**src/rtl/vec_reg_file_p.sv**
```systemverilog
// vec_reg_file_p -- parametrised vector register file for the vector ASIP datapath.
//
// Each register holds LANES lanes of LANE_W bits (W = LANES*LANE_W); lane i sits at
// bits [i*LANE_W +: LANE_W]. One masked write port, one full-width preload port
// (valid/ready, lower priority than the write port), two combinational read ports
// with optional same-cycle write forwarding, and a per-register pending-write
// scoreboard for decode hazard checks. A clear sequencer zeroes one register per
// cycle after reset or on clr_start; while it runs every update is dropped.
//
// Ports:
//   clk, rst_n             clock (rising edge), asynchronous active-low reset
//   clr_start / clr_busy   start a clear walk / walk in progress
//   we, wa, wmask, wd      masked write port
//   ld_valid, ld_ready,
//   ld_addr, ld_data       preload port, accepted when ld_valid & ld_ready
//   ra1, ra2 / rd1, rd2    read addresses / read data (0-cycle latency)
//   rsv_valid, rsv_addr    mark a register as pending a write
//   pend1, pend2           pending bit of ra1 / ra2 (registered state only)
//   err_drop               sticky: write or reservation dropped during a clear
module vec_reg_file_p #(
  parameter int NUM_REGS = 16,
  parameter int LANES    = 6,
  parameter int LANE_W   = 8,
  parameter int AW       = $clog2(NUM_REGS),
  parameter int BYPASS   = 1,
  localparam int W       = LANES * LANE_W
) (
  input  logic              clk,
  input  logic              rst_n,
  input  logic              clr_start,
  output logic              clr_busy,
  input  logic              we,
  input  logic [AW-1:0]     wa,
  input  logic [LANES-1:0]  wmask,
  input  logic [W-1:0]      wd,
  input  logic              ld_valid,
  output logic              ld_ready,
  input  logic [AW-1:0]     ld_addr,
  input  logic [W-1:0]      ld_data,
  input  logic [AW-1:0]     ra1,
  input  logic [AW-1:0]     ra2,
  output logic [W-1:0]      rd1,
  output logic [W-1:0]      rd2,
  input  logic              rsv_valid,
  input  logic [AW-1:0]     rsv_addr,
  output logic              pend1,
  output logic              pend2,
  output logic              err_drop
);

  typedef enum logic {S_IDLE, S_CLEAR} state_t;

  // When NUM_REGS fills the address space every address is valid and the range
  // compare folds away.
  localparam bit            FULL_DECODE = (NUM_REGS == (1 << AW));
  localparam logic [AW-1:0] LAST_REG    = AW'(NUM_REGS - 1);

  state_t                state;
  logic [AW-1:0]         count;
  logic [W-1:0]          rf [NUM_REGS];
  logic [NUM_REGS-1:0]   pend;
  logic [NUM_REGS-1:0]   pend_nxt;
  logic                  ld_acc;

  function automatic logic in_range(input logic [AW-1:0] a);
    return FULL_DECODE || (int'(a) < NUM_REGS);
  endfunction

  // Sequencer: CLEAR visits every register once, then falls back to IDLE.
  // clr_start is only honoured from IDLE, so a running walk never restarts.
  always_ff @(posedge clk or negedge rst_n) begin
    // NOTE: state registers use non-blocking assignments so every block sees
    // the pre-edge values regardless of evaluation order.
    if (!rst_n) begin
      state    <= S_CLEAR;
      count    <= '0;
      err_drop <= 1'b0;
    end else begin
      case (state)
        S_CLEAR: begin
          if (we || rsv_valid) err_drop <= 1'b1;
          if (count == LAST_REG) state <= S_IDLE;
          count <= count + 1'b1;
        end
        default: begin
          if (clr_start) begin
            state <= S_CLEAR;
            count <= '0;
          end
        end
      endcase
    end
  end

  assign clr_busy = (state == S_CLEAR);
  // The write port has priority: a preload waits out any cycle with we=1.
  assign ld_ready = (state == S_IDLE) && !we;
  assign ld_acc   = ld_valid && ld_ready;

  // Storage array. The clear walk, not the reset, brings it to a known value.
  // NOTE: the array has no reset branch; resetting a memory turns it into a
  // flop bank with a reset fan-out instead of a RAM-style structure.
  always_ff @(posedge clk) begin
    if (state == S_CLEAR) begin
      rf[count] <= '0;
    end else if (we) begin
      if (in_range(wa)) begin
        for (int i = 0; i < LANES; i++) begin
          if (wmask[i]) rf[wa][i*LANE_W +: LANE_W] <= wd[i*LANE_W +: LANE_W];
        end
      end
    end else if (ld_acc && in_range(ld_addr)) begin
      rf[ld_addr] <= ld_data;
    end
  end

  // Scoreboard next state. The reservation is applied last so that a set and
  // a clear on the same register in the same cycle leave it pending.
  always_comb begin
    // NOTE: default first, so no path through this block leaves pend_nxt
    // unassigned and no latch is inferred.
    pend_nxt = pend;
    if (state == S_IDLE) begin
      if (clr_start) begin
        pend_nxt = '0;
      end else begin
        if (we && in_range(wa))           pend_nxt[wa]       = 1'b0;
        if (ld_acc && in_range(ld_addr))  pend_nxt[ld_addr]  = 1'b0;
        if (rsv_valid && in_range(rsv_addr)) pend_nxt[rsv_addr] = 1'b1;
      end
    end
  end

  always_ff @(posedge clk or negedge rst_n) begin
    if (!rst_n) pend <= '0;
    else        pend <= pend_nxt;
  end

  // Read port: zero while clearing or for an unmapped address; otherwise the
  // stored value with any lanes being written this cycle forwarded from wd.
  // The preload port is deliberately not forwarded.
  function automatic logic [W-1:0] read_port(input logic [AW-1:0] a);
    logic [W-1:0] v;
    v = '0;
    if (state == S_IDLE && in_range(a)) begin
      v = rf[a];
      if (BYPASS != 0 && we && wa == a) begin
        for (int i = 0; i < LANES; i++) begin
          if (wmask[i]) v[i*LANE_W +: LANE_W] = wd[i*LANE_W +: LANE_W];
        end
      end
    end
    return v;
  endfunction

  function automatic logic pend_port(input logic [AW-1:0] a);
    return (state == S_IDLE) && in_range(a) && pend[a];
  endfunction

  always_comb rd1   = read_port(ra1);
  always_comb rd2   = read_port(ra2);
  always_comb pend1 = pend_port(ra1);
  always_comb pend2 = pend_port(ra2);

endmodule

```
**config.mk**
```make
export PLATFORM = sky130hd
export DESIGN_NAME = vec_reg_file_p
export DESIGN_NICKNAME = d
export VERILOG_FILES = /design/src/rtl/vec_reg_file_p.sv
export SDC_FILE = /design/constraint.sdc
export NUM_CORES = 1
export LEC_CHECK = 0
export BUFFER_PORTS_ARGS = -buffer_cell sky130_fd_sc_hd__buf_4
export CORE_ASPECT_RATIO = 1.25
export CORE_MARGIN = 1.5
export CORE_UTILIZATION = 49
export CTS_BUF_LIST = sky130_fd_sc_hd__clkbuf_4 sky130_fd_sc_hd__clkbuf_8
export CTS_CLUSTER_SIZE = 25
export DETAILED_ROUTE_END_ITERATION = 8
export PLACE_DENSITY = 0.77
export RECOVER_POWER = 50
export SLEW_MARGIN = 40
export SYNTH_ARGS = -nofsm -noshare
export SYNTH_HDL_FRONTEND = slang
export SYNTH_SLANG_ARGS = --single-unit
```
**constraint.sdc**
```tcl
create_clock -name clk -period 3 [get_ports clk]
set_input_delay 0.15 -clock clk [delete_from_list [all_inputs] [get_ports clk]]
set_output_delay 0.15 -clock clk [all_outputs]
set_load 0.02 [all_outputs]
```
==> results.ini <==
[outcome]
status=finished, violations left
violations=negative setup slack

[critical_path]
cp.depth=6
cp_max_fo=2
r2r-start=clr_busy
required_ps=2850
timing.rr.end=rf[10][40]
critPathBufInv=1
critPathTopFamily=multiplexers
max_stage_delay_ps=520
startpoint_type=flop
slowest_stage=mux4_2
rrSetupSlack_ps=30
critical_path_class=flop to output port
startpoint=rf[8][38]
crit_chain=mux4_2 -> a22oi_1 -> nand2_1 -> mux2i_1 -> nor2_1 -> buf_4
reg2reg_depth=8
crit_arrival_ps=2860
cp-end-kind=output port

[final_layout]
fin_util=0.590
final_cells=3787
stdcell_area_um2=45800
final_nets=2772
drive_gt1_frac=0.379
nFillCells=5656
area_growth_pct=18.7

[placed_design]
placed_cell_area_um2=43100
dp_slack_ps=-176
place_hpwl_um=78500
globalplace.congestion=0.951
port_buffers=228
dp.cells=3513

[logic_synthesis]
synthCells=2179
synth_area_um2=38600
synth.top_cell.area_share=0.598
synth.most_common_cell=edfxtp_1
synth_nets=2308
postSynth.asyncResetShare=0.0278
synth_edf_count=768
ys_seq_elements=790
synthTopCellsByArea=edfxtp_1 (60%), mux4_2 (23%), a22oi_1 (3.7%), mux2i_1 (2.5%), nor2_1 (1.7%)
synthFlopType=edfxtp_1
netlist_top_cells_count=edfxtp_1 (768), mux4_2 (394), a22oi_1 (190)
ys_seq_area_frac=0.612
synth.avg_cell_area_um2=17.7
yosysUniqueCellTypes=51
ys_warn_count=0
synth_top_cell_by_area=edfxtp_1

[global_route]
grt_start_max_net_pins=71
grt_pass1_vias=26000
antenna_found_initial=11
grt_pass1_wl_um=167000
grt-ovfl-total=0
track_usage=0.287

[min_path]
whs_endpoint=pend[9]
timing.hold.worst.start=wa[2]
hold_path.class=primary input to flop
hold_depth=5

[routing]
drtIter0Drc=3211
drtPass1Iterations=6
wl_per_cell_um=30.2
wl_um=114000
ant_nets=0
drc=0
post_drt_via_cell_ratio=6.69
vias=25300

[sta]
fin_tns_setup_ps=-12.5
final-setup-viol-count=1
fin_hold_ws_ps=54.3
relSlewSlack=0.130
layout_min_cycle_time_ps=3010
layout_setup_ws_ps=-12.5
hold_viol=0
rsz0062_at_grt=no
max_freq_mhz=332
tightest_slew_ps=1300
period_share=1.00
slew_viol_final=0
clock_skew_ps=53.0

[run]
drv_cap=0

[power_and_ir_drop]
leakage_nw=16.4
power.total_mw=35.3
ir_drop_uv=418
power_density_nw_per_um2=772

[floorplanning]
core_um2=77600
die_area_um2=80400
fp-row-count=114
initial_core_util=0.497
die_w_um=254
pin_count=229
dieHeight_um=317

[clock_tree]
root_buffer=clkbuf_8
path_clk_slew_ps=70
post_cts_buffers=0
cts_sinks=790
cts_tree=built
cts.path.max_buffers=3
cts_inserted_buffers=112
clk_latency_ps=760
htreeDepth=3

==> sequential cells by signal, indices dropped and copies added (netlist names) <==
register and flops:
rf 768, pend 16, count 4, clr_busy 1, err_drop 1
==> worst reg2reg max path: stages, from the launching register on <==
cell and delay (ps):
dfstp_4 480, or3b_2 470, buf_4 180, a311o_1 350, clkbuf_1 140, nand2_1 110
clkbuf_1 540, nor2_1 120, clkbuf_2 250
==> how the worst max path moves through the flow <==
stage,endpoint,slack [ps]
after floorplan,rf[12][32],300
after global placement,rf[12][42],-200
after detailed placement,rf[4][5],-180
after CTS,rd2[39],30
after global routing,rf[12][4],7
final,rd2[38],-10
==> power by group <==
group / internal [mW] / switching [mW]
registers: 15.3 / 1.19
clock network: 4.70 / 4.16
logic: 4.05 / 5.90
total: 24.1 / 11.3
==> layout make-up <==
type	count	area (um^2)	share of cell area
clock inverter	67	586	0.0128
antenna	10	25.0	0.000547
multi-input combinational	1208	14300	0.311
clock buffer	137	1740	0.0380
timing repair buffer	529	4250	0.0927
inverter	2	7.51	0.000164
tap	1044	1310	0.0285
sequential	790	23600	0.516
==> logic make-up (layout without fill, tap and decap cells) <==
kind of cell / count (synthesis) / in the layout / share of synthesized area
simple gates: 389 / 389 / 0.0448
compound gates: 317 / 317 / 0.0655
mux: 491 / 491 / 0.255
xor+xnor: 10 / 10 / 0.00227
buf+inv: 181 / 735 / 0.0199
fa+ha+maj: 1 / 1 / 0.000324
flops: 790 / 790 / 0.612
other cells: 0 / 10 / 0
==> layer usage <==
| metal | track usage | wire length, um | vias up |
|---|---|---|---|
| met2 | 0.475 | 57200 | 1888 |
| met4 | 0.150 | 6230 | 12 |
| met3 | 0.0596 | 12600 | 365 |
| met5 | 0 | 82 | - |
| met1 | 0.358 | 38400 | 12900 |
| li1 | - | - | 10200 |
==> layout by cell type, fill, tap and decap left out, types with 28 or more instances in the layout <==
cell             n
mux2i_1         96
buf_12          28
mux4_2         394
edfxtp_1       768
a22oi_1        190
nand2_1        112
dlygate4sd3_1   59
nor2_1         170
clkbuf_2        34
a22o_1          66
buf_4          355
clkbuf_8       116
clkbuf_1        45
==> timing repair <==
| item | CTS | global route |
|---|---|---|
| endpoints found under the setup margin | 1 | 100 |
| hold buffers | 60 | 0 |
| hold endpoints to repair | 348 | 0 |
| gates resized for setup | 1 | 2 |
Note: power is estimated with default switching activity, not from simulation.
